## config.mk

```make
export PLATFORM = sky130hd
export DESIGN_NAME = fwd_rtype_pipeline
export DESIGN_NICKNAME = d
export VERILOG_FILES = /design/src/rtl/fwd_rtype_pipeline.sv
export SDC_FILE = /design/constraint.sdc
export NUM_CORES = 2
export LEC_CHECK = 0
export ABC_AREA = 1
export CORE_UTILIZATION = 30
export CTS_BUF_LIST = sky130_fd_sc_hd__clkbuf_4 sky130_fd_sc_hd__clkbuf_8 sky130_fd_sc_hd__clkbuf_16
export DETAILED_ROUTE_END_ITERATION = 7
export HOLD_SLACK_MARGIN = 0.05
export PLACE_DENSITY_LB_ADDON = 0.05
export SKIP_CTS_REPAIR_TIMING = 1
export SLEW_MARGIN = 30
export SYNTH_ARGS = -nofsm -noshare
export SYNTH_HDL_FRONTEND = slang
export SYNTH_SLANG_ARGS = --single-unit
export TNS_END_PERCENT = 5
```

## constraint.sdc

```tcl
create_clock -name clk -period 3.9 [get_ports clk]
set_input_delay 0.78 -clock clk [delete_from_list [all_inputs] [get_ports clk]]
set_output_delay 0.78 -clock clk [all_outputs]
set_load 0.05 [all_outputs]
```

## src/rtl/fwd_rtype_pipeline.sv

```systemverilog
// Three-register R-type integer pipeline (IF/ID -> ID/EX -> EX/WB) with a
// register file written from EX/WB, EX-stage forwarding from EX/WB and an
// ID-stage write-through bypass. Hazards therefore never need a stall.
module fwd_rtype_pipeline #(
  parameter int DATA_W   = 32,
  parameter int RF_DEPTH = 32,
  parameter int CNT_W    = 16
) (
  input  logic              clk,
  input  logic              rst_n,
  input  logic              instr_valid,
  input  logic [31:0]       instr,
  input  logic              stall,
  input  logic [4:0]        dbg_addr,
  output logic [DATA_W-1:0] dbg_data,
  output logic              wb_valid,
  output logic [4:0]        wb_addr,
  output logic [DATA_W-1:0] wb_data,
  output logic [CNT_W-1:0]  retire_cnt,
  output logic              illegal
);

  localparam int         AW     = (RF_DEPTH > 1) ? $clog2(RF_DEPTH) : 1;
  localparam logic [5:0] DEPTH6 = 6'(RF_DEPTH);

  typedef enum logic [3:0] {
    ALU_ADD, ALU_SUB, ALU_AND, ALU_OR, ALU_XOR,
    ALU_NOR, ALU_SLT, ALU_SLL, ALU_SRL, ALU_SRA
  } alu_op_e;

  // IF/ID
  logic              ifid_valid_q;
  logic [31:0]       ifid_instr_q;
  // ID/EX
  logic              idex_valid_q;
  alu_op_e           idex_op_q;
  logic [4:0]        idex_rs_q, idex_rt_q, idex_rd_q, idex_shamt_q;
  logic [DATA_W-1:0] idex_a_q, idex_b_q;
  // EX/WB
  logic              wb_valid_q;
  logic [4:0]        wb_addr_q;
  logic [DATA_W-1:0] wb_data_q;
  // Architectural state
  logic [DATA_W-1:0] rf_q [RF_DEPTH];
  logic [CNT_W-1:0]  retire_cnt_q, retire_cnt_d;
  logic              illegal_q, illegal_d;

  logic [4:0]        id_rs, id_rt, id_rd, id_shamt;
  logic              id_legal;
  alu_op_e           id_op;
  logic [DATA_W-1:0] id_a, id_b;
  logic              rf_we;
  logic [DATA_W-1:0] ex_a, ex_b, ex_res;

  assign id_rs    = ifid_instr_q[25:21];
  assign id_rt    = ifid_instr_q[20:16];
  assign id_rd    = ifid_instr_q[15:11];
  assign id_shamt = ifid_instr_q[10:6];
  assign rf_we    = wb_valid_q && !stall && (wb_addr_q != 5'd0);

  // Decode: legality check and ALU operation select
  always_comb begin
    id_legal = 1'b0;
    id_op    = ALU_ADD;
    if (ifid_instr_q[31:26] == 6'd0) begin
      case (ifid_instr_q[5:0])
        6'h20: begin id_legal = 1'b1; id_op = ALU_ADD; end
        6'h22: begin id_legal = 1'b1; id_op = ALU_SUB; end
        6'h24: begin id_legal = 1'b1; id_op = ALU_AND; end
        6'h25: begin id_legal = 1'b1; id_op = ALU_OR;  end
        6'h26: begin id_legal = 1'b1; id_op = ALU_XOR; end
        6'h27: begin id_legal = 1'b1; id_op = ALU_NOR; end
        6'h2A: begin id_legal = 1'b1; id_op = ALU_SLT; end
        6'h00: begin id_legal = 1'b1; id_op = ALU_SLL; end
        6'h02: begin id_legal = 1'b1; id_op = ALU_SRL; end
        6'h03: begin id_legal = 1'b1; id_op = ALU_SRA; end
        default: ;
      endcase
    end
    if ({1'b0, id_rs} >= DEPTH6 || {1'b0, id_rt} >= DEPTH6 || {1'b0, id_rd} >= DEPTH6)
      id_legal = 1'b0;
  end

  // ID register read with write-through bypass of the same-edge RF write
  always_comb begin
    id_a = '0;
    id_b = '0;
    if (id_rs != 5'd0) id_a = rf_q[id_rs[AW-1:0]];
    if (id_rt != 5'd0) id_b = rf_q[id_rt[AW-1:0]];
    if (rf_we && wb_addr_q == id_rs) id_a = wb_data_q;
    if (rf_we && wb_addr_q == id_rt) id_b = wb_data_q;
  end

  // EX operand forwarding from EX/WB, then the ALU
  always_comb begin
    ex_a = idex_a_q;
    ex_b = idex_b_q;
    if (wb_valid_q && wb_addr_q != 5'd0 && wb_addr_q == idex_rs_q) ex_a = wb_data_q;
    if (wb_valid_q && wb_addr_q != 5'd0 && wb_addr_q == idex_rt_q) ex_b = wb_data_q;
    // Shift amounts at or beyond DATA_W yield 0 (sll/srl) or sign fill (sra)
    // directly from the language's shift semantics.
    case (idex_op_q)
      ALU_ADD: ex_res = ex_a + ex_b;
      ALU_SUB: ex_res = ex_a - ex_b;
      ALU_AND: ex_res = ex_a & ex_b;
      ALU_OR:  ex_res = ex_a | ex_b;
      ALU_XOR: ex_res = ex_a ^ ex_b;
      ALU_NOR: ex_res = ~(ex_a | ex_b);
      ALU_SLT: ex_res = {{(DATA_W-1){1'b0}}, ($signed(ex_a) < $signed(ex_b))};
      ALU_SLL: ex_res = ex_b << idex_shamt_q;
      ALU_SRL: ex_res = ex_b >> idex_shamt_q;
      ALU_SRA: ex_res = $signed(ex_b) >>> idex_shamt_q;
      default: ex_res = '0;
    endcase
  end

  // Retire counter and sticky illegal flag next state
  always_comb begin
    retire_cnt_d = retire_cnt_q;
    illegal_d    = illegal_q;
    if (!stall) begin
      if (wb_valid_q) retire_cnt_d = retire_cnt_q + CNT_W'(1);
      if (ifid_valid_q && !id_legal) illegal_d = 1'b1;
    end
  end

  // Pipeline registers; everything freezes while stall is high
  always_ff @(posedge clk or negedge rst_n) begin
    if (!rst_n) begin
      ifid_valid_q <= 1'b0;
      ifid_instr_q <= '0;
      idex_valid_q <= 1'b0;
      idex_op_q    <= ALU_ADD;
      idex_rs_q    <= '0;
      idex_rt_q    <= '0;
      idex_rd_q    <= '0;
      idex_shamt_q <= '0;
      idex_a_q     <= '0;
      idex_b_q     <= '0;
      wb_valid_q   <= 1'b0;
      wb_addr_q    <= '0;
      wb_data_q    <= '0;
      retire_cnt_q <= '0;
      illegal_q    <= 1'b0;
    end else if (!stall) begin
      ifid_valid_q <= instr_valid;
      ifid_instr_q <= instr;
      idex_valid_q <= ifid_valid_q && id_legal;
      idex_op_q    <= id_op;
      idex_rs_q    <= id_rs;
      idex_rt_q    <= id_rt;
      idex_rd_q    <= id_rd;
      idex_shamt_q <= id_shamt;
      idex_a_q     <= id_a;
      idex_b_q     <= id_b;
      wb_valid_q   <= idex_valid_q;
      wb_addr_q    <= idex_rd_q;
      wb_data_q    <= ex_res;
      retire_cnt_q <= retire_cnt_d;
      illegal_q    <= illegal_d;
    end
  end

  // Register file write from EX/WB; r0 is never written
  always_ff @(posedge clk or negedge rst_n) begin
    if (!rst_n) begin
      for (int unsigned i = 0; i < RF_DEPTH; i++) rf_q[i] <= '0;
    end else if (rf_we) begin
      rf_q[wb_addr_q[AW-1:0]] <= wb_data_q;
    end
  end

  // Debug read port: r0 and out-of-range addresses read as zero
  always_comb begin
    dbg_data = '0;
    if (dbg_addr != 5'd0 && {1'b0, dbg_addr} < DEPTH6) dbg_data = rf_q[dbg_addr[AW-1:0]];
  end

  assign wb_valid   = wb_valid_q;
  assign wb_addr    = wb_addr_q;
  assign wb_data    = wb_data_q;
  assign retire_cnt = retire_cnt_q;
  assign illegal    = illegal_q;

endmodule

```

# After elaboration in Yosys (flattened, before gate mapping)

Index checks and enable logic that the tools add are counted.
W data, S select, Z words.

Bits in registers: 1201
Output and inout bits: 87
Bits of input ports: 41

Mux-type cells: 24
$lt $le $gt $ge: 6
Bitwise operators: 9
Equal/unequal tests: 22
Shifts and indexed selects: 3
$add $sub $neg: 3
Reduce and logical (&&, ||, !) cells: 22

Operators by type and width:

| operator                | number |
|---|---|
| $bwmux W1024            | 1 |
| $bmux W32 S5            | 3 |
| $mux W32                | 14 |
| $pmux W32 S10           | 1 |
| $demux W32 S5           | 1 |
| $eq A6 B6 Y1 const B    | 7 |
| $pmux W4 S9             | 1 |
| $add A32 B32 Y32        | 1 |
| $and A32 B32 Y32        | 1 |
| $lt A32 B32 Y1          | 1 |
| $not A32 Y32            | 1 |
| $or A32 B32 Y32         | 1 |
| $shl A32 B5 Y32         | 1 |
| $shr A32 B5 Y32         | 1 |
| $sshr A32 B5 Y32        | 1 |
| $sub A32 B32 Y32        | 1 |
| $xor A32 B32 Y32        | 1 |
| $ge A6 B6 Y1 const B    | 4 |
| $not A5 Y6              | 4 |
| $eq A5 B5 Y1            | 4 |
| $reduce_bool A5 Y1      | 4 |
| $add A16 B1 Y16 const B | 1 |
| $eq A4 B3 Y1 const B    | 4 |
| $eq A6 B2 Y1 const B    | 2 |
| other kinds (13)        | 28 |

# Depth between registers and ports, before layout

Depth after elaboration: 7
Depth in mapped cells: 30
Mapped depth without buffers: 28

# Worst setup path after synthesis

Ideal clock, no wire load.

Path type: reg-to-reg
Start: reg wb_addr_q[0] (netlist: wb_addr[0])
End: reg wb_data_q[27] (netlist: wb_data[27])
Stages on the path, launching flop included: 25
Arrival time: 3.746 ns
Required time: 3.782 ns
Buffers on the path: 2
Slack: 0.036 ns
Period minus slack after synthesis: 3.864 ns
Path through: dfrtp_1 > buf_6 > xnor2_1 > nand2_1 > nor3_1 > nand3_1 > clkbuf_1 > o21ai_0 > ha_1 > inv_1 > nand3_1 > nand2_1 > inv_1 > o21ai_1 > nand2_1 > nand2_1 > nand3_1 > nand3_1 > nand2_1 > a21oi_1 > o21ai_1 > inv_1 > nand3_1 > nand2_1 > nand2_1

Word-level cells in the longest chain between the ends: 7

RTL lines:

| what                                                     | RTL line | source |
|---|---|---|
| from (decl)                                              | 41       | `logic [4:0] wb_addr_q;` |
| from (signal assigned)                                   | 157      | `wb_addr_q <= idex_rd_q;` |
| branches (longest 6 deep; another with $sub A32 B32 Y32) | --       |  |
| $pmux W32 S10 (*)                                        | 102      | `case (idex_op_q)` |
| to (signal assigned)                                     | 158      | `wb_data_q <= ex_res;` |
| to (decl)                                                | 42       | `logic [DATA_W-1:0] wb_data_q;` |

Every way passes the cells marked *.
A chain may end at the register's enable or synchronous reset.

# Worst setup path in the final report

Start: in dbg_addr[1]
End: out dbg_data[26]

Word-level cells in the longest chain between the ends: 5

RTL lines:

| what                                        | RTL line | source |
|---|---|---|
| from (decl)                                 | 14       | `input logic [4:0] dbg_addr,` |
| $not A5 Y6 (implied by the code)            | 176      | `if (dbg_addr != 5'd0 && {1'b0, dbg_addr} < DEPTH6) dbg_data = rf_q[dbg_addr[AW-1:0]];` |
| $bmux W32 S5                                | 176      |  |
| $mux W32 (implied by the code) (2 in a row) | 176      |  |
| $mux W32 (*)                                | 176      |  |
| to (decl)                                   | 15       | `output logic [DATA_W-1:0] dbg_data,` |

Mark *: on every way between the ends. The rest lies on a longest branch, timed or not. The select of a mux whose other input is x is not followed.

==> flow_summary.toml <==
[hold_path]
min_path_type = "register to register"

[finish]
finalNonFillerCells = 15826
drive_above_1_share = 0.1353
area_delta_synth_final_pct = 21.79
final_nets = 12284

[run_status]
status = "completed"

[setup_path]
worstPathArrival_ns = 3.09
end_kind = "output port"
crit_type = "input port to output port"
critPathRequiredTime_ns = 3.12
critPathMaxFanout = 17
startpoint_type = "input port"

[place]
gp_congestion = 0.9765
dpl.cell_count = 15507
post-dp-hpwl_um = 303300
post-place-ws_ns = -0.4069
numPortBuffers = 127

[detailed_routing]
viasPerCell = 5.828
routedWlPerCell_um = 29.85
wl_um = 472400
postRouteAntennaNets = 0
drtPass1Iterations = 7
vias = 92232
drcViolationCount = 0
drt-initial-drc-count = 11178

[synth]
synthCells = 11997
yosys.area_share.simple = 0.2336
synth_top_area_frac = 0.3705
synth_area_leaders = "dfrtp_1 (37%), o21ai_0 (16%), nand2_1 (12%), nand3_1 (6.3%), a21oi_1 (5.9%)"
yosys-top-cells-count = "nand2_1 (2565), o21ai_0 (2515), dfrtp_1 (1201), nand3_1 (1023), a21oi_1 (951)"
yosysWarnings = 0
synthAdderAreaFrac = 0.01545
yosys.cell_count.top_type = "nand2_1"
ys_ff_latch = 1201
synth_top_family_by_area = "compound AO/OA/AOI/OAI gates"
ys_seq_area_frac = 0.3705
synthMuxAreaShare = 0
synth_edf_count = 0
syn-num-nets = 12137
synth_compound_gate_area_share = 0.2883
synthFlopType = "dfrtp_1"
synth.avg_cell_area_um2 = 6.762
synth_cell_types = 65
synth.cell_area_mm2 = 0.08113
synth_area_leader_cell = "dfrtp_1"
synth_xor_area_frac = 0.003131
async_reset_ff_frac = 1.000

[job]
max-cap-violations = 0

[clock_network]
clock-sinks = 1201
clk_pin_slew_ns = 0.06
numCtsBuffers = 164
clock_latency_ns = 0.88
clockBufferDepth = 4
cts_tree = "built"
cts-root-buf = "clkbuf_16"
htreeDepth = 4

[sta]
max_freq_ghz = 0.2581
finalSetupViolCount = 0
setup_slack_ns = 0.02623
report.final.slew_viol_count = 0
fin_skew_ns = 0.08193
fin_crit_sh = 0.9933
min_period_ns = 3.874
worst-slew-pin-transition_ns = 1.013
hold_violations = 0
relSlewSlack = 0.3249
rsz0062_at_grt = "true"

[power_and_ir_drop]
p_per_area_mw_per_mm2 = 487.7
irDropWorstVdd_mv = 0.3768
leakagePower_nw = 41.60

[global_routing]
grt_use_total = 0.3364
gr-max-usage-layer = "met2"
grt_antenna_before_repair = 17
grtUsageMet1 = 0.4478
overflow = 0
grt_first_pass_wirelength_um = 663000
grtUsageMet2 = 0.5280
globalRouteMet3Util = 0.05058
grt_max_degree = 171
grt_pass1_vias = 86295

[floorplan]
fp-row-count = 190
start_util = 0.3023
fp.coreArea_mm2 = 0.2684
die-height_um = 522.0
fp.dieW_um = 522.0
io_pins = 128
fp.dieArea_mm2 = 0.2725
## routing by layer
layer,part of all wire,vias to the layer above
met4,0.057,10
met2,0.44,4687
met5,0.00017,-
met1,0.42,45009
li1,-,41441
met3,0.077,1085
## critical path, cell delays in order
cell and delay (ns):
buf_6 0.17, inv_8 0.22, buf_12 0.22, buf_12 0.19
buf_4 0.22, o21ai_0 0.11, o211ai_1 0.17, nand3_1 0.08
o311ai_0 0.10, nand2_1 0.11, a21oi_1 0.29, buf_4 0.21
buf_12 0.14
## layout by cell type (no fill, tap or decap), types with 122 or more instances in the layout
cell	n
nor2_1	720
nand2_1	2501
o211ai_1	318
dfrtp_1	1187
buf_4	834
inv_1	710
a21oi_1	922
clkbuf_16	171
o21ai_0	2455
buf_12	146
o2111ai_1	122
nand3_1	1001
## cell families after synthesis
family	Yosys count
buffers and inverters	1866
adders and majority gates	99
AOI/OAI and AO/OA	4274
and+or+nand+nor	4528
DFF	1201
xor gates and xnor gates	29
## path summary, 6_finish.rpt
check / slack (ns) / to / cells past startpoint / start
max in group asynchronous: 2.17 / ifid_instr_q[21] / 4 / rst_n
worst min-delay path: 0.40 / rf_q[992] / 0 / rf_q[992]
worst max register to register: 0.04 / wb_data[8] / 27 / wb_addr[1]
worst max-delay path: 0.03 / dbg_data[26] / 13 / dbg_addr[1]
worst min register to register: 0.40 / rf_q[992] / 0 / rf_q[992]
min in group asynchronous: 0.52 / rf_q[2] / 2 / rst_n
## power by group
| part | internal (mW) | switching [mW] | total, mW |
|---|---|---|---|
| clock | 9.54 | 6.46 | 16.0 |
| combinational | 5.80 | 12.6 | 18.4 |
| sequential | 12.9 | 0.805 | 13.7 |
| total | 28.3 | 19.9 | 48.2 |
## cell type report
cell class | count | area [um^2]
Fill cell | 28239 | 169600
Multi-Input combinational cell | 8930 | 45330
Sequential cell | 1201 | 30090
Timing Repair Buffer | 1094 | 10450
Clock buffer | 245 | 5064
Tap cell | 3552 | 4444
Inverter | 753 | 2902
Clock inverter | 43 | 498.0
Antenna cell | 8 | 20.02
## metrics by stage
stage | instance area, um^2 | utilization | hold slack (ns) | total power [mW] | TNS [ns]
after floorplan | 81130 | - | 0.4501 | 21.69 | 0
after global placement | 91770 | 0.3419 | 0.3945 | 31.30 | -5.348
after detailed placement | 91770 | 0.3419 | 0.3899 | 31.24 | -5.258
after CTS | 97330 | 0.3627 | -0.1616 | 47.40 | -5.508
after global routing | 98790 | 0.3681 | 0.4157 | 50.02 | -2.375
final | 98810 | 0.3681 | 0.4028 | 48.18 | 0
## state kept, by name, summed over array words and instances, names as in the netlist
register      flops
idex_a_q         32
idex_b_q         32
idex_op_q         4
idex_rd_q         5
idex_rs_q         5
idex_rt_q         5
idex_shamt_q      5
idex_valid_q      1
ifid_instr_q     32
ifid_valid_q      1
illegal           1
retire_cnt       16
rf_q           1024
wb_addr           5
wb_data          32
wb_valid          1
Note: power is estimated with default switching activity, not from simulation.
